==> config.mk <==
export PLATFORM = sky130hd
export DESIGN_NAME = xfer_scheduler
export DESIGN_NICKNAME = d
export VERILOG_FILES = /design/src/rtl/xfer_scheduler_pkg.sv /design/src/rtl/blk_counter.sv /design/src/rtl/xfer_scheduler.sv
export SDC_FILE = /design/constraint.sdc
export NUM_CORES = 1
export LEC_CHECK = 0
export ABC_AREA = 1
export CAP_MARGIN = 10
export CORE_UTILIZATION = 30
export DETAILED_ROUTE_END_ITERATION = 8
export PLACE_DENSITY_LB_ADDON = 0.05
export SLEW_MARGIN = 25
export SYNTH_ARGS = -nofsm -noshare
export SYNTH_HDL_FRONTEND = slang
export SYNTH_SLANG_ARGS = --single-unit
==> constraint.sdc <==
create_clock -name CLK -period 3.4 [get_ports CLK]
set_input_delay 0.68 -clock CLK [delete_from_list [all_inputs] [get_ports CLK]]
set_output_delay 0.68 -clock CLK [all_outputs]
set_load 0.03 [all_outputs]
==> src/rtl/xfer_scheduler_pkg.sv <==
// Shared types for the SD transfer scheduler: FSM state encoding and latched Transfer Mode fields.
package xfer_scheduler_pkg;

  typedef enum logic [2:0] {
    XsIdle     = 3'd0,
    XsCmdIssue = 3'd1,
    XsCmdWait  = 3'd2,
    XsDatIssue = 3'd3,
    XsDatXfer  = 3'd4,
    XsGap      = 3'd5,
    XsDone     = 3'd6
  } xs_state_e;

  typedef struct packed {
    logic multi;
    logic read;
    logic bcnt_en;
    logic dma_en;
  } xfer_mode_t;

endpackage

==> src/rtl/blk_counter.sv <==
// Remaining-block counter; saturates at zero and is pinned to zero in unbounded mode.
module blk_counter #(
  parameter int unsigned BLK_W = 16
) (
  input  logic             CLK,
  input  logic             RESET,
  input  logic             load,
  input  logic [BLK_W-1:0] load_value,
  input  logic             unbounded,
  input  logic             dec,
  output logic [BLK_W-1:0] count,
  output logic             zero
);

  logic [BLK_W-1:0] count_q, count_d;
  logic             unbounded_q, unbounded_d;

  always_comb begin
    count_d     = count_q;
    unbounded_d = unbounded_q;
    if (load) begin
      unbounded_d = unbounded;
      count_d     = unbounded ? '0 : load_value;
    end else if (dec && !unbounded_q && (count_q != '0)) begin
      count_d = count_q - 1'b1;
    end
  end

  always_ff @(posedge CLK or negedge RESET) begin
    if (!RESET) begin
      count_q     <= '0;
      unbounded_q <= 1'b0;
    end else begin
      count_q     <= count_d;
      unbounded_q <= unbounded_d;
    end
  end

  assign count = count_q;
  // An unbounded transfer never runs out of blocks.
  assign zero  = !unbounded_q && (count_q == '0);

endmodule

==> src/rtl/xfer_scheduler.sv <==
// Sequences one SD transaction: command phase, then an optional multi-block data phase.
module xfer_scheduler
  import xfer_scheduler_pkg::*;
#(
  parameter int unsigned CMD_TIMEOUT = 64,
  parameter int unsigned BLK_W       = 16
) (
  input  logic             CLK,
  input  logic             RESET,
  input  logic             cmd_wr,
  input  logic             data_present,
  input  logic             tm_dma_en,
  input  logic             tm_bcnt_en,
  input  logic             tm_read,
  input  logic             tm_multi,
  input  logic [BLK_W-1:0] blk_count,
  input  logic             gap_stop,
  input  logic             gap_continue,
  input  logic             abort,
  input  logic             cmd_done,
  input  logic             cmd_err,
  input  logic             dat_blk_done,
  input  logic             dat_err,
  output logic             cmd_start,
  output logic             dat_start,
  output logic             dat_dir,
  output logic             dma_start,
  output logic             cmd_inhibit,
  output logic             dat_inhibit,
  output logic [BLK_W-1:0] blk_remaining,
  output logic             int_cmd_cmpl,
  output logic             int_xfer_cmpl,
  output logic             int_gap_evt,
  output logic             err_cmd,
  output logic             err_dat
);

  localparam int unsigned TmoW = $clog2(CMD_TIMEOUT);
  // The timer starts one cycle after cmd_start and err_cmd is registered, hence the offset of 2.
  localparam logic [TmoW-1:0] TmoLast = TmoW'(CMD_TIMEOUT - 2);

  xs_state_e        state_q, state_d;
  logic [TmoW-1:0]  tmo_q, tmo_d;
  xfer_mode_t       mode_q;
  logic             data_present_q;
  logic [BLK_W-1:0] blk_count_q;
  logic             latch;

  logic cmd_start_q, cmd_start_d, dat_start_q, dat_start_d, dma_start_q, dma_start_d;
  logic dat_dir_q, dat_dir_d, cmd_inh_q, cmd_inh_d, dat_inh_q, dat_inh_d;
  logic int_cmd_cmpl_q, int_cmd_cmpl_d, int_xfer_cmpl_q, int_xfer_cmpl_d;
  logic int_gap_evt_q, int_gap_evt_d, err_cmd_q, err_cmd_d, err_dat_q, err_dat_d;

  logic             cnt_load, cnt_dec, unbounded, cnt_zero, last_blk;
  logic [BLK_W-1:0] load_value, count;

  assign unbounded  = mode_q.multi & ~mode_q.bcnt_en;
  assign load_value = mode_q.multi ? blk_count_q : BLK_W'(1);
  assign last_blk   = cnt_zero | (count == BLK_W'(1));

  blk_counter #(
    .BLK_W(BLK_W)
  ) u_blk_counter (
    .CLK       (CLK),
    .RESET     (RESET),
    .load      (cnt_load),
    .load_value(load_value),
    .unbounded (unbounded),
    .dec       (cnt_dec),
    .count     (count),
    .zero      (cnt_zero)
  );

  always_comb begin
    state_d         = state_q;
    tmo_d           = tmo_q;
    latch           = 1'b0;
    cnt_load        = 1'b0;
    cnt_dec         = 1'b0;
    cmd_start_d     = 1'b0;
    dat_start_d     = 1'b0;
    dma_start_d     = 1'b0;
    int_cmd_cmpl_d  = 1'b0;
    int_xfer_cmpl_d = 1'b0;
    int_gap_evt_d   = 1'b0;
    err_cmd_d       = 1'b0;
    err_dat_d       = 1'b0;
    dat_dir_d       = dat_dir_q;
    cmd_inh_d       = cmd_inh_q;
    dat_inh_d       = dat_inh_q;

    if (abort && (state_q != XsIdle)) begin
      state_d   = XsIdle;
      cmd_inh_d = 1'b0;
      dat_inh_d = 1'b0;
    end else begin
      unique case (state_q)
        XsIdle: begin
          if (cmd_wr) begin
            latch       = 1'b1;
            state_d     = XsCmdIssue;
            cmd_start_d = 1'b1;
            cmd_inh_d   = 1'b1;
            dat_inh_d   = data_present;
          end
        end
        XsCmdIssue: begin
          tmo_d   = '0;
          state_d = XsCmdWait;
        end
        XsCmdWait: begin
          if (cmd_err || (tmo_q == TmoLast)) begin
            err_cmd_d = 1'b1;
            cmd_inh_d = 1'b0;
            dat_inh_d = 1'b0;
            state_d   = XsIdle;
          end else if (cmd_done) begin
            int_cmd_cmpl_d = 1'b1;
            cmd_inh_d      = 1'b0;
            if (!data_present_q) begin
              state_d = XsIdle;
            end else begin
              cnt_load  = 1'b1;
              dat_dir_d = mode_q.read;
              if (!unbounded && (load_value == '0)) begin
                state_d = XsDone;
              end else begin
                state_d     = XsDatIssue;
                dat_start_d = 1'b1;
                dma_start_d = mode_q.dma_en;
              end
            end
          end else begin
            tmo_d = tmo_q + 1'b1;
          end
        end
        XsDatIssue: begin
          state_d = XsDatXfer;
        end
        XsDatXfer: begin
          if (dat_err) begin
            err_dat_d = 1'b1;
            dat_inh_d = 1'b0;
            state_d   = XsIdle;
          end else if (dat_blk_done) begin
            cnt_dec = 1'b1;
            if (last_blk) begin
              state_d = XsDone;
            end else if (gap_stop) begin
              state_d       = XsGap;
              int_gap_evt_d = 1'b1;
            end else begin
              state_d     = XsDatIssue;
              dat_start_d = 1'b1;
            end
          end
        end
        XsGap: begin
          if (gap_continue) begin
            state_d     = XsDatIssue;
            dat_start_d = 1'b1;
          end
        end
        XsDone: begin
          int_xfer_cmpl_d = 1'b1;
          dat_inh_d       = 1'b0;
          state_d         = XsIdle;
        end
        default: begin
          state_d = XsIdle;
        end
      endcase
    end

    // Direction only has meaning while a data phase is in flight.
    if (state_d == XsIdle) begin
      dat_dir_d = 1'b0;
    end
  end

  always_ff @(posedge CLK or negedge RESET) begin
    if (!RESET) begin
      state_q         <= XsIdle;
      tmo_q           <= '0;
      mode_q          <= '0;
      data_present_q  <= 1'b0;
      blk_count_q     <= '0;
      cmd_start_q     <= 1'b0;
      dat_start_q     <= 1'b0;
      dma_start_q     <= 1'b0;
      dat_dir_q       <= 1'b0;
      cmd_inh_q       <= 1'b0;
      dat_inh_q       <= 1'b0;
      int_cmd_cmpl_q  <= 1'b0;
      int_xfer_cmpl_q <= 1'b0;
      int_gap_evt_q   <= 1'b0;
      err_cmd_q       <= 1'b0;
      err_dat_q       <= 1'b0;
    end else begin
      state_q         <= state_d;
      tmo_q           <= tmo_d;
      cmd_start_q     <= cmd_start_d;
      dat_start_q     <= dat_start_d;
      dma_start_q     <= dma_start_d;
      dat_dir_q       <= dat_dir_d;
      cmd_inh_q       <= cmd_inh_d;
      dat_inh_q       <= dat_inh_d;
      int_cmd_cmpl_q  <= int_cmd_cmpl_d;
      int_xfer_cmpl_q <= int_xfer_cmpl_d;
      int_gap_evt_q   <= int_gap_evt_d;
      err_cmd_q       <= err_cmd_d;
      err_dat_q       <= err_dat_d;
      if (latch) begin
        mode_q         <= '{multi: tm_multi, read: tm_read, bcnt_en: tm_bcnt_en,
                            dma_en: tm_dma_en};
        data_present_q <= data_present;
        blk_count_q    <= blk_count;
      end
    end
  end

  assign cmd_start     = cmd_start_q;
  assign dat_start     = dat_start_q;
  assign dma_start     = dma_start_q;
  assign dat_dir       = dat_dir_q;
  assign cmd_inhibit   = cmd_inh_q;
  assign dat_inhibit   = dat_inh_q;
  assign blk_remaining = count;
  assign int_cmd_cmpl  = int_cmd_cmpl_q;
  assign int_xfer_cmpl = int_xfer_cmpl_q;
  assign int_gap_evt   = int_gap_evt_q;
  assign err_cmd       = err_cmd_q;
  assign err_dat       = err_dat_q;

endmodule
==> impl_metrics.env <==
export IMPL_slowest_stage="a211oi_2"
export IMPL_netlist_instances=437
export IMPL_p_per_area_nw_per_um2=814
export IMPL_crit_path_start_kind="primary input"
export IMPL_ys_flop_type="dfrtp_1"
export IMPL_synth_warnings=0
export IMPL_dr_pass1_iters=4
export IMPL_synth_most_common_cell="nand2_1"
export IMPL_path_class="in -> reg"
export IMPL_cp_arrival_ns=2.51
export IMPL_relSlewSlack_pct=49.0
export IMPL_clock_sinks=58
export IMPL_fin_ws_ns=1.12
export IMPL_start_util_pct=31.4
export IMPL_grtUsageTotal_pct=16.0
export IMPL_gp_congestion=0.819
export IMPL_hold_viol_final=0
export IMPL_ctsLongestPathBuffers=2
export IMPL_startpoint="abort"
export IMPL_path_clk_slew_ns=0.08
export IMPL_hold_path_class="in -> async"
export IMPL_drive_gt1_share_pct=7.63
export IMPL_cts_tree="built"
export IMPL_synthTopCellsByArea="dfrtp_1, nand2_1, nor2_1"
export IMPL_dp_slack_ns=0.807
export IMPL_clkLatencyLatePin_ns=0.34
export IMPL_reg2reg_to="dat_dir"
export IMPL_antenna_left=0
export IMPL_drt_iter0_drc=141
export IMPL_synth_edff_count=0
export IMPL_synth_seq_cells=58
export IMPL_synth_top_area_share_pct=44.0
export IMPL_finalSetupTns_ns=0
export IMPL_crit_path_cell_trace="clkdlybuf4s50_1 -> nand2_4 -> inv_1 -> a211oi_2 -> nand3_1 -> o21ai_0 -> a21oi_1"
export IMPL_max_freq_mhz=438
export IMPL_syn_avg_cell_area_sq_um=7.54
export IMPL_setup_viol=0
export IMPL_async_reset_ff_share_pct=100
export IMPL_grt_first_pass_wirelength_um=14200
export IMPL_die_w_um=107
export IMPL_die_height_um=107
export IMPL_cts_hold_buf=0
export IMPL_grt_pass1_vias=2737
export IMPL_cp_top_family="compound AO/OA/AOI/OAI gates"
export IMPL_endpoint="tmo_q[2]"
export IMPL_worst_pin_slew_ns=0.766
export IMPL_path_buf_inv=2
export IMPL_rsz0062_at_grt="no"
export IMPL_antenna_found_initial=0
export IMPL_fin_crit_sh_pct=67.1
export IMPL_clockRootBuffer="clkbuf_8"
export IMPL_status="complete, no violations"
export IMPL_final_max_slew_viol_count=0
export IMPL_core_region_area_sq_um=10500
export IMPL_cts_resized=0
export IMPL_worst_ep_required_time_ns=3.63
export IMPL_rrSetupSlack_ns=1.18
export IMPL_drc=0
export IMPL_ys_seq_area_share_pct=44.0
export IMPL_antenna_cells=0
export IMPL_drv_cap=0
export IMPL_htreeDepth=3
export IMPL_path_max_fanout=11
export IMPL_std_cell_rows=37
export IMPL_synth_top_cell_by_area="dfrtp_1"
export IMPL_r2r_cells=11
export IMPL_post_cts_buffers=0
export IMPL_wl_um=8620
export IMPL_fin_skew_ns=0.0164
export IMPL_hpwl_um=6330
export IMPL_vdd_ir_drop_max_v=0.000304
export IMPL_nets=530
export IMPL_grt_ovfl_total=0
export IMPL_area_delta_synth_final_pct=24.3
export IMPL_r2r_start="mode_q[3]"
export IMPL_num_io_pins=58
export IMPL_grt_max_degree=50
export IMPL_netlist_area_sq_um=3300
export IMPL_die_area_sq_um=11400
export IMPL_vias=2915
export IMPL_syn_nets=473
export IMPL_period_minus_slack_ns=2.28
export IMPL_netlist_top_cells_count="nand2_1, dfrtp_1, nor2_1"
export IMPL_power_leakage_uw=0.00193
export IMPL_avgRoutedWirePerCell_um=13.6
export IMPL_vias_per_cell=4.60
export IMPL_crit_cells=7
export IMPL_slowest_delay_ns=0.59
export IMPL_io_buffers=57
export IMPL_yosysUniqueCellTypes=32
export IMPL_worst_setup_path_end_kind="register"
export IMPL_numCtsBuffers=9
[sequential cells by signal, indices dropped and copies added (netlist names), 3 cells and up]
| name | count |
|---|---|
| u_blk_counter.count | 16 |
| mode_q | 4 |
| tmo_q | 6 |
| blk_count_q | 16 |
| state_q | 3 |
[logic make-up (layout without fill, tap and decap cells)]
kind of cell    Yosys count  count (layout)  share of synthesized area (%)
xor+xnor                  8               8                           2.13
buf+inv                  62             123                           8.80
compound gates           57              57                           10.0
flops                    58              58                           44.0
fa+ha+maj                 5               5                           1.90
simple gates            247             247                           33.1
[metrics by stage]
stage	hold slack [ns]	util (%)	cell area (sq um)	power [uW]	cells
floorplan	0.384	-	3300	2280	437
global placement	0.463	37.5	3950	2820	619
detailed placement	0.471	37.5	3950	2810	619
CTS	0.201	39.0	4100	3360	634
global route	0.209	39.0	4100	3630	634
finish	0.191	39.0	4100	3340	634
[layer usage]
metal,GRT usage (%),wire (um)
met3,2.55,302
met4,5.87,109
met5,0,0
met2,22.0,3420
met1,24.8,4790
[power breakdown]
part	total, uW	internal (uW)	switching, uW
clock	536	256	280
combinational	1550	573	975
sequential	1250	945	306
[placed cells by master, fill, tap and decap left out, types with 4 or more instances in the layout]
master           netlist  routed
a21oi_1               13      13
a31oi_1               10      10
clkbuf_8               0       9
clkdlybuf4s50_1        0      56
clkinv_2               0       4
dfrtp_1               58      58
ha_1                   5       5
inv_1                 46      46
nand2_1              137     137
nand3_1               28      28
nand4_1                4       4
nor2_1                53      53
nor2_4                 4       4
nor3_1                 8       8
o211ai_1               4       4
o21ai_0               23      23
xor2_1                 5       5
[worst register-to-register path: stages, from the launching register on]
cell     delay [ns]
dfrtp_1        0.84
inv_1          0.18
nor2_1         0.13
nand2_1        0.06
nor2_1         0.08
nand2_1        0.09
o21ai_0        0.33
nand3_1        0.12
nand2_1        0.10
nand2_1        0.06
nor2_1         0.08
nor2_1         0.04
[worst min-delay path by stage]
| stage | start | endpoint | slack [ns] | depth (start not counted) |
|---|---|---|---|---|
| after detailed placement | blk_count_q[5] | blk_count_q[5] | 0.47 | 2 |
| after global placement | blk_count_q[5] | blk_count_q[5] | 0.46 | 2 |
| final | RESET | int_xfer_cmpl | 0.19 | 1 |
| after floorplan | RESET | blk_count_q[0] | 0.38 | 0 |
| after CTS | RESET | dat_start | 0.20 | 1 |
| after global routing | RESET | dat_start | 0.21 | 1 |
[cell type report]
class,count,area (sq um)
clock buffer,11,131
clock inverter,4,20.0
fill,1159,6410
inverter,48,180
multi-input combinational,317,1560
sequential,58,1450
tap,136,170
timing repair buffer,60,588
Note: power is estimated with default switching activity, not from simulation.
